<file path="config.mk">
export PLATFORM = sky130hd
export DESIGN_NAME = cpu_multicycle
export DESIGN_NICKNAME = d
export VERILOG_FILES = /design/src/rtl/cpu_multicycle.sv
export SDC_FILE = /design/constraint.sdc
export NUM_CORES = 1
export LEC_CHECK = 0
export BUFFER_PORTS_ARGS = -buffer_cell sky130_fd_sc_hd__buf_2
export CORE_MARGIN = 2
export CORE_UTILIZATION = 55
export DETAILED_ROUTE_END_ITERATION = 6
export HOLD_SLACK_MARGIN = 0.05
export PLACE_DENSITY = 0.8
export SLEW_MARGIN = 20
export SYNTH_ARGS = -nofsm -noshare
export SYNTH_HDL_FRONTEND = slang
export SYNTH_SLANG_ARGS = --single-unit
</file>
<file path="constraint.sdc">
create_clock -name CLK -period 4.4 [get_ports CLK]
set_input_delay 0.22 -clock CLK [delete_from_list [all_inputs] [get_ports CLK]]
set_output_delay 0.22 -clock CLK [all_outputs]
set_load 0.01 [all_outputs]
</file>
<file path="src/rtl/cpu_multicycle.sv">
// cpu_multicycle: parametrised multi-cycle core, FETCH -> EXEC -> [MEM] -> FETCH.
// Ports: CLK, RESET (async, active-low), PC, I_READ/I_BUSYWAIT/INSTRUCTION,
//   D_READ/D_WRITE/D_ADDR/D_WRITEDATA/D_READDATA/D_BUSYWAIT, RETIRE, ILLEGAL, HALTED.
module cpu_multicycle #(
  parameter int DATA_W = 8,
  parameter int NREG   = 8,
  parameter int PC_W   = 32
) (
  input  logic              CLK,
  input  logic              RESET,
  output logic [PC_W-1:0]   PC,
  output logic              I_READ,
  input  logic              I_BUSYWAIT,
  input  logic [31:0]       INSTRUCTION,
  output logic              D_READ,
  output logic              D_WRITE,
  output logic [DATA_W-1:0] D_ADDR,
  output logic [DATA_W-1:0] D_WRITEDATA,
  input  logic [DATA_W-1:0] D_READDATA,
  input  logic              D_BUSYWAIT,
  output logic              RETIRE,
  output logic              ILLEGAL,
  output logic              HALTED
);

  localparam int RI_W = (NREG > 1) ? $clog2(NREG) : 1;

  localparam logic [1:0] S_FETCH = 2'd0;
  localparam logic [1:0] S_EXEC  = 2'd1;
  localparam logic [1:0] S_MEM   = 2'd2;
  localparam logic [1:0] S_HALT  = 2'd3;

  localparam logic [7:0] OP_LOADI = 8'h00;
  localparam logic [7:0] OP_MOV   = 8'h01;
  localparam logic [7:0] OP_ADD   = 8'h02;
  localparam logic [7:0] OP_SUB   = 8'h03;
  localparam logic [7:0] OP_AND   = 8'h04;
  localparam logic [7:0] OP_OR    = 8'h05;
  localparam logic [7:0] OP_J     = 8'h06;
  localparam logic [7:0] OP_BEQ   = 8'h07;
  localparam logic [7:0] OP_LWD   = 8'h08;
  localparam logic [7:0] OP_LWI   = 8'h09;
  localparam logic [7:0] OP_SWD   = 8'h0A;
  localparam logic [7:0] OP_SWI   = 8'h0B;
  localparam logic [7:0] OP_BNE   = 8'h0C;
  localparam logic [7:0] OP_HALT  = 8'hFF;

  logic [1:0]        state_q, state_d;
  logic              run_q;
  logic [PC_W-1:0]   pc_q, pc_d;
  logic [31:0]       ir_q, ir_d;
  logic [DATA_W-1:0] rf_q [NREG];

  logic              we;
  logic [DATA_W-1:0] wd;
  logic              retire, illegal;

  logic [7:0]        op, rd_f, rs1_f, rs2_f;
  logic [DATA_W-1:0] rs1, rs2, imm, mem_addr;
  logic [PC_W-1:0]   pc_inc, br_tgt;
  logic              is_ld, is_st;
  logic              unused_ok;

  assign op    = ir_q[31:24];
  assign rd_f  = ir_q[23:16];
  assign rs1_f = ir_q[15:8];
  assign rs2_f = ir_q[7:0];
  assign unused_ok = ^{rd_f, rs1_f, rs2_f};

  assign rs1    = rf_q[rs1_f[RI_W-1:0]];
  assign rs2    = rf_q[rs2_f[RI_W-1:0]];
  assign imm    = DATA_W'($signed(rs2_f));
  assign pc_inc = pc_q + PC_W'(4);
  assign br_tgt = pc_inc + (PC_W'($signed(rd_f)) << 2);

  assign is_ld    = (op == OP_LWD) || (op == OP_LWI);
  assign is_st    = (op == OP_SWD) || (op == OP_SWI);
  assign mem_addr = ((op == OP_LWD) || (op == OP_SWD)) ? rs2 : imm;

  always_comb begin
    state_d = state_q;
    pc_d    = pc_q;
    ir_d    = ir_q;
    we      = 1'b0;
    wd      = '0;
    retire  = 1'b0;
    illegal = 1'b0;
    unique case (state_q)
      S_FETCH: begin
        // run_q delays the first fetch request by one cycle after reset
        if (run_q && !I_BUSYWAIT) begin
          ir_d    = INSTRUCTION;
          state_d = S_EXEC;
        end
      end
      S_EXEC: begin
        state_d = S_FETCH;
        pc_d    = pc_inc;
        retire  = 1'b1;
        case (op)
          OP_LOADI: begin we = 1'b1; wd = imm; end
          OP_MOV:   begin we = 1'b1; wd = rs2; end
          OP_ADD:   begin we = 1'b1; wd = rs1 + rs2; end
          OP_SUB:   begin we = 1'b1; wd = rs1 - rs2; end
          OP_AND:   begin we = 1'b1; wd = rs1 & rs2; end
          OP_OR:    begin we = 1'b1; wd = rs1 | rs2; end
          OP_J:     pc_d = br_tgt;
          OP_BEQ:   if (rs1 == rs2) pc_d = br_tgt;
          OP_BNE:   if (rs1 != rs2) pc_d = br_tgt;
          OP_LWD, OP_LWI, OP_SWD, OP_SWI: begin
            state_d = S_MEM;
            pc_d    = pc_q;
            retire  = 1'b0;
          end
          OP_HALT: begin
            state_d = S_HALT;
            pc_d    = pc_q;
            retire  = 1'b0;
          end
          default:  illegal = 1'b1;
        endcase
      end
      S_MEM: begin
        if (!D_BUSYWAIT) begin
          state_d = S_FETCH;
          pc_d    = pc_inc;
          retire  = 1'b1;
          we      = is_ld;
          wd      = D_READDATA;
        end
      end
      default: ;
    endcase
  end

  always_ff @(posedge CLK or negedge RESET) begin
    if (!RESET) begin
      state_q <= S_FETCH;
      run_q   <= 1'b0;
      pc_q    <= '0;
      ir_q    <= '0;
      for (int i = 0; i < NREG; i++) rf_q[i] <= '0;
    end else begin
      state_q <= state_d;
      run_q   <= 1'b1;
      pc_q    <= pc_d;
      ir_q    <= ir_d;
      if (we) rf_q[rd_f[RI_W-1:0]] <= wd;
    end
  end

  assign PC          = pc_q;
  assign I_READ      = (state_q == S_FETCH) && run_q;
  assign D_READ      = (state_q == S_MEM) && is_ld;
  assign D_WRITE     = (state_q == S_MEM) && is_st;
  assign D_ADDR      = (state_q == S_MEM) ? mem_addr : '0;
  assign D_WRITEDATA = D_WRITE ? rs1 : '0;
  assign RETIRE      = retire;
  assign ILLEGAL     = illegal;
  assign HALTED      = (state_q == S_HALT);

endmodule

</file>
; ---- After elaboration in Yosys (flattened, before gate mapping)
; Index checks and enable logic that the tools add are counted.
[op_classes]
addsub = 4
magnitude_cmp = 4
eq_ne = 21
mux = 32
bitwise_logic = 5
n_reduce_logical = 20
[ops]
columns = cell, count
row1 = case mux 32 bit (4 select lines), 1
row2 = 2-to-1 mux 32 bit, 3
row3 = 2-to-1 mux 8 bit, 9
row4 = bitwise mux 64 bit, 1
row5 = case mux 32 bit (2 select lines), 1
row6 = binary-select mux 8 bit (select 3 bit), 2
row7 = case mux 8 bit (6 select lines), 1
row8 = equality test 8 x 4 -> 1 bit (second input constant), 5
row9 = adder 32 x 3 -> 32 bit (second input constant), 1
row10 = adder 32 bit, 1
row11 = equality test 8 x 3 -> 1 bit (second input constant), 4
row12 = demux 8 bit (select 3 bit), 1
row13 = equality test 8 x 2 -> 1 bit (second input constant), 2
row14 = case mux 8 bit (2 select lines), 1
row15 = OR reduction 14 bit, 1
row16 = >= comparator 4 bit (second input constant), 3
row17 = inverter 3 -> 4 bit, 3
row18 = adder 8 bit, 1
row19 = bitwise AND 8 bit, 1
row20 = equality test 8 x 1 -> 1 bit (second input constant), 1
row21 = equality test 8 bit, 1
row22 = equality test 8 bit (second input constant), 1
row23 = zero test 8 bit, 1
row24 = inequality test 8 bit, 1
row25 = other kinds (22), 39
[word_totals]
regBits = 131
input_bits = 44
output_inout_bits = 54
elab_cells = 98

; ---- Longest topological paths before layout
[logic_depth]
ltp_word = 8
ltp_mapped = 16
depth_no_buf = 14

; ---- Worst setup path after synthesis
; OpenSTA, ideal clock, no wires.
[synth_path]
kind = register to register
startpoint = register ir_q[8]
endpoint = register pc_q[31] (netlist: PC[31])
setup_time_ns = 0.126
arrival_time_ns = 4.465
t_required_ns = 4.274
setup_slack_ns = -0.191
stages_incl_launch_ff = 15
n_path_buf = 3
synth_period_minus_slack_ns = 4.591
path_cell_list = dfrtp_1 -> clkbuf_1 -> buf_1 -> mux4_2 -> mux2i_1 -> ha_1 -> or4_1 -> o21ai_1 -> a2bb2oi_1 -> or4b_1 -> buf_2 -> or4_1 -> a22o_1 -> nand4_1 -> nand3_1
[synth_via]
elab_chain_cells = 8
elab_cells_between_ends = 10
classes_between = eq/ne (2) / mux (7) / bitwise (1)
[synth_rtl]
columns = item, line_no
row1 = "start, declared", 51  ; logic [31:0] ir_q, ir_d;
row2 = "start signal, assigned", 147  ; ir_q <= ir_d;
row3 = inverter 3 -> 4 bit (not written as such) (*), 70  ; assign rs1 = rf_q[rs1_f[RI_W-1:0]];
row4 = binary-select mux 8 bit (select 3 bit) (*), 70
row5 = 2-to-1 mux 8 bit (not written as such) (*) (2 in series), 70
row6 = inequality test 8 bit or equality test 8 bit (tied branches), "109, 108"
row7 = "2-to-1 mux 32 bit, on equally long branches", "109, 108"
row8 = case mux 32 bit (4 select lines) (*), 100  ; case (op)
row9 = case mux 32 bit (2 select lines) (*), 88  ; unique case (state_q)
row10 = "end signal, assigned", 146  ; pc_q <= pc_d;
row11 = "end, declared", 50  ; logic [PC_W-1:0] pc_q, pc_d;
; Every way passes the cells marked *; elsewhere a longest branch is shown, timed or not. The select of a mux whose other input is x is not followed.
; A chain may end at the register's enable or synchronous reset.

; ---- Worst setup path in the final report
[layout_path]
startpoint = register ir_q[0]
endpoint = register pc_q[31] (netlist: PC[31])
[layout_via]
elab_chain_cells = 8
elab_cells_between_ends = 10
classes_between = eq/ne (2) / mux (7) / bitwise (1)
[layout_rtl]
columns = item, line_no
row1 = inverter 3 -> 4 bit (not written as such) (*), 71  ; assign rs2 = rf_q[rs2_f[RI_W-1:0]];
row2 = binary-select mux 8 bit (select 3 bit) (*), 71
row3 = 2-to-1 mux 8 bit (not written as such) (*) (2 in series), 71
row4 = inequality test 8 bit or equality test 8 bit (tied branches), "109, 108"
row5 = "2-to-1 mux 32 bit, on equally long branches", "109, 108"
row6 = case mux 32 bit (4 select lines) (*), 100
row7 = case mux 32 bit (2 select lines) (*), 88
; Marked as above.

==> metrics <==
final wirelength=28.9 mm; WL per Instance=20.5 um; antenna diode count=0; commonest non-fill, non-tap cells in the layout=123 x dfrtp_1, 100 x nand2_1, 89 x buf_2; minimum clock period=4.32 ns; commonest non-fill, non-tap cell in the layout=dfrtp_1; Setup Buffers After CTS=0; critical path class=reg -> reg; Switch Pwr=0.00367 W; H-tree levels=4; Worst-Margin Slew=0.789 ns; sequential share of power=25.2%; MaxCap Viol Count=0; mapped cell area=0.00979 mm^2; overflow left after global routing=0; DRT Pass-1 Iters=7; DPL Wire Length=20.4 mm; status=finished clean; height of the die=137 um; final setup fails=0; Root Buffer=clkbuf_16; fraction of layout cells with a size suffix above 1=23.0%; 1st-iter DRT viols=975; DRC violations left=0; Clock Tree Buf Depth=2; yosys synthesis warning count=0; Switching Fraction=46.3%; fin crit share=98.1%; # fillers=1,322; Synth cell types=69; NumNets Final=1,283; register area=0.00310 mm^2; initial antenna violation count=0; Finished Layout Cells=1,411; Area Overhead vs Synth=17.7%; initial cell density of the core=56.4%; element type at the critical path end=register; CP Launch Type=register; fin. max-slew vios=0; via count=9,091; I/O pin total=98; Setup TNS=0 ns; WHS=0.0630 ns; WP data arrival=4.62 ns; Antenna Violating Nets Remaining=0; row count=48; Synth Register Bits=124; FFs w/ async S/R, synth=100%; total die area=0.0189 mm^2; Combinational Power Share=57.7%; Hold Crit Class=in -> reg; Hold Vio Cnt, Final=0; # clock sinks=124; largest net degree at the start of global routing=48; Clock Latency Late Sink=0.43 ns; PortBufs=90; Inst Count DP=1,354; GRT Util Overall=31.3%; clock share of power=17.1%; fmax=232 MHz; Pwr Density=689 mW/mm^2; Core ar.=0.0174 mm^2; RSZ-0062 raised after global routing=false; most common flop cell mapped by yosys=dfrtp_1; die span in x=137 um; Via density=6.44; Syn Inst Count=1,044; Critical Path RT=4.71 ns; clk_skew=0.00818 ns; GP Congestion=0.971; first-pass GRT wire length=45.4 mm; area of the multi-input gates=0.00631 mm^2; TritonCTS clock tree=yes; worst-case vdd ir drop=0.000445 V; r2r worst-path depth=13; EDFF count, synth=0; number of global-route vias before repair=8,742; internal power=0.00427 W; leakage=5.37 nW; Reg clk slew, reported paths=0.06 ns; TritonCTS Buffers=17; Avg Synthesized Cell Area=9.37 um^2; worst-path maximum fanout=18; Seq/Total Area, Yosys=31.7%; Hold Crit Depth=2; Worst slew margin=47.4%
## cell type report
type | count | share of cell area (%)
inverter | 50 | 1.63
sequential | 124 | 26.9
timing repair buffer | 161 | 9.32
clock buffer | 17 | 3.69
multi-input combinational | 819 | 54.8
tap | 225 | 2.44
clock inverter | 15 | 1.19
## worst max-delay path, stage by stage (launching register included)
cell and delay, ns:
dfrtp_1 0.39, buf_12 0.21, mux4_2 0.55, mux2i_1 0.24
ha_1 0.34, or4_1 0.60, o21ai_1 0.20, a2bb2oi_1 0.15
or4b_1 0.65, buf_4 0.24, nor4b_1 0.31, nand3_1 0.13
nand4_1 0.10, nand3_1 0.07
## kinds of logic (layout without fill, tap and decap cells)
group,after synthesis,after routing,synth area share (%)
adder cells (fa/ha/maj),66,66,8.67
buffers and inverters,102,243,4.07
AND/OR/NAND/NOR,295,295,15.0
flip-flops,124,124,31.7
multiplexers,117,117,16.8
XOR/XNOR,57,57,5.10
other,2,3,0.0767
AO/OA/AOI/OAI,281,281,18.6
## cell usage after synthesis, types with 15 or more instances
master	instances	area, um^2
a21o_1	23	173
a21oi_1	64	320
a31oi_1	22	138
clkbuf_1	39	146
dfrtp_1	124	3100
ha_1	63	788
inv_1	50	188
mux2_2	56	631
mux2i_1	29	290
mux4_2	32	721
nand2_1	100	375
nand3_1	28	140
nand4_1	18	113
nor2_1	56	210
o211ai_1	15	113
o21ai_0	69	345
xnor2_1	35	307
xor2_1	22	193
## per-stage QoR
| step | worst slack [ns] | instance area, um^2 | total power, W | util [%] |
|---|---|---|---|---|
| 2_1_floorplan | 0.0295 | 9790 | 0.00514 | - |
| 3_3_place_gp | 0.265 | 10700 | 0.00627 | 61.6 |
| 3_5_place_dp | 0.171 | 10700 | 0.00640 | 61.6 |
| 4_1_cts | 0.136 | 11500 | 0.00783 | 66.3 |
| 5_1_grt | 0.00711 | 11500 | 0.00844 | 66.4 |
| 6_report | 0.0843 | 11500 | 0.00794 | 66.4 |
## sequential cells by signal, indices dropped and copies added, names as in the netlist
name / cells
run_q: 1
state_q: 2
ir_q: 27
rf_q: 64
PC: 30
## power by group through the flow
stage                     sequential (W)  combinational [W]  clock [W]
final                            0.00200            0.00458    0.00136
after global routing             0.00205            0.00497    0.00143
after CTS                        0.00197            0.00449    0.00137
after detailed placement         0.00199            0.00442          0
after global placement           0.00198            0.00430          0
after floorplan                  0.00179            0.00335          0
## layer usage
layer,global-route usage [%],wire length [um],vias up
met5,0,0,-
met4,14.1,966,0
met3,6.99,2680,84
met2,48.0,13200,490
met1,42.6,12000,4383
li1,-,-,4134
## timing repair
item                                   in CTS  in global routing
endpoints found under the hold margin      69                  0
setup endpoints to repair                   0                  1
hold buffers                               25                  0
resized for setup                           0                  4
## worst paths after layout
kind	from	endpoint	slack (ns)
setup / recovery	ir_q[0]$_DFFE_PN0P_	PC[31]$_DFFE_PN0P_	0.08
setup reg to reg	ir_q[0]$_DFFE_PN0P_	PC[31]$_DFFE_PN0P_	0.08
hold / removal	INSTRUCTION[31]	ir_q[31]$_DFFE_PN0P_	0.06
hold reg to reg	rf_q[49]$_DFFE_PN0P_	rf_q[49]$_DFFE_PN0P_	0.51
min in group asynchronous	RESET	rf_q[7]$_DFFE_PN0P_	0.37
max in group asynchronous	RESET	rf_q[62]$_DFFE_PN0P_	2.91
Power figures use the tool's default switching activity.
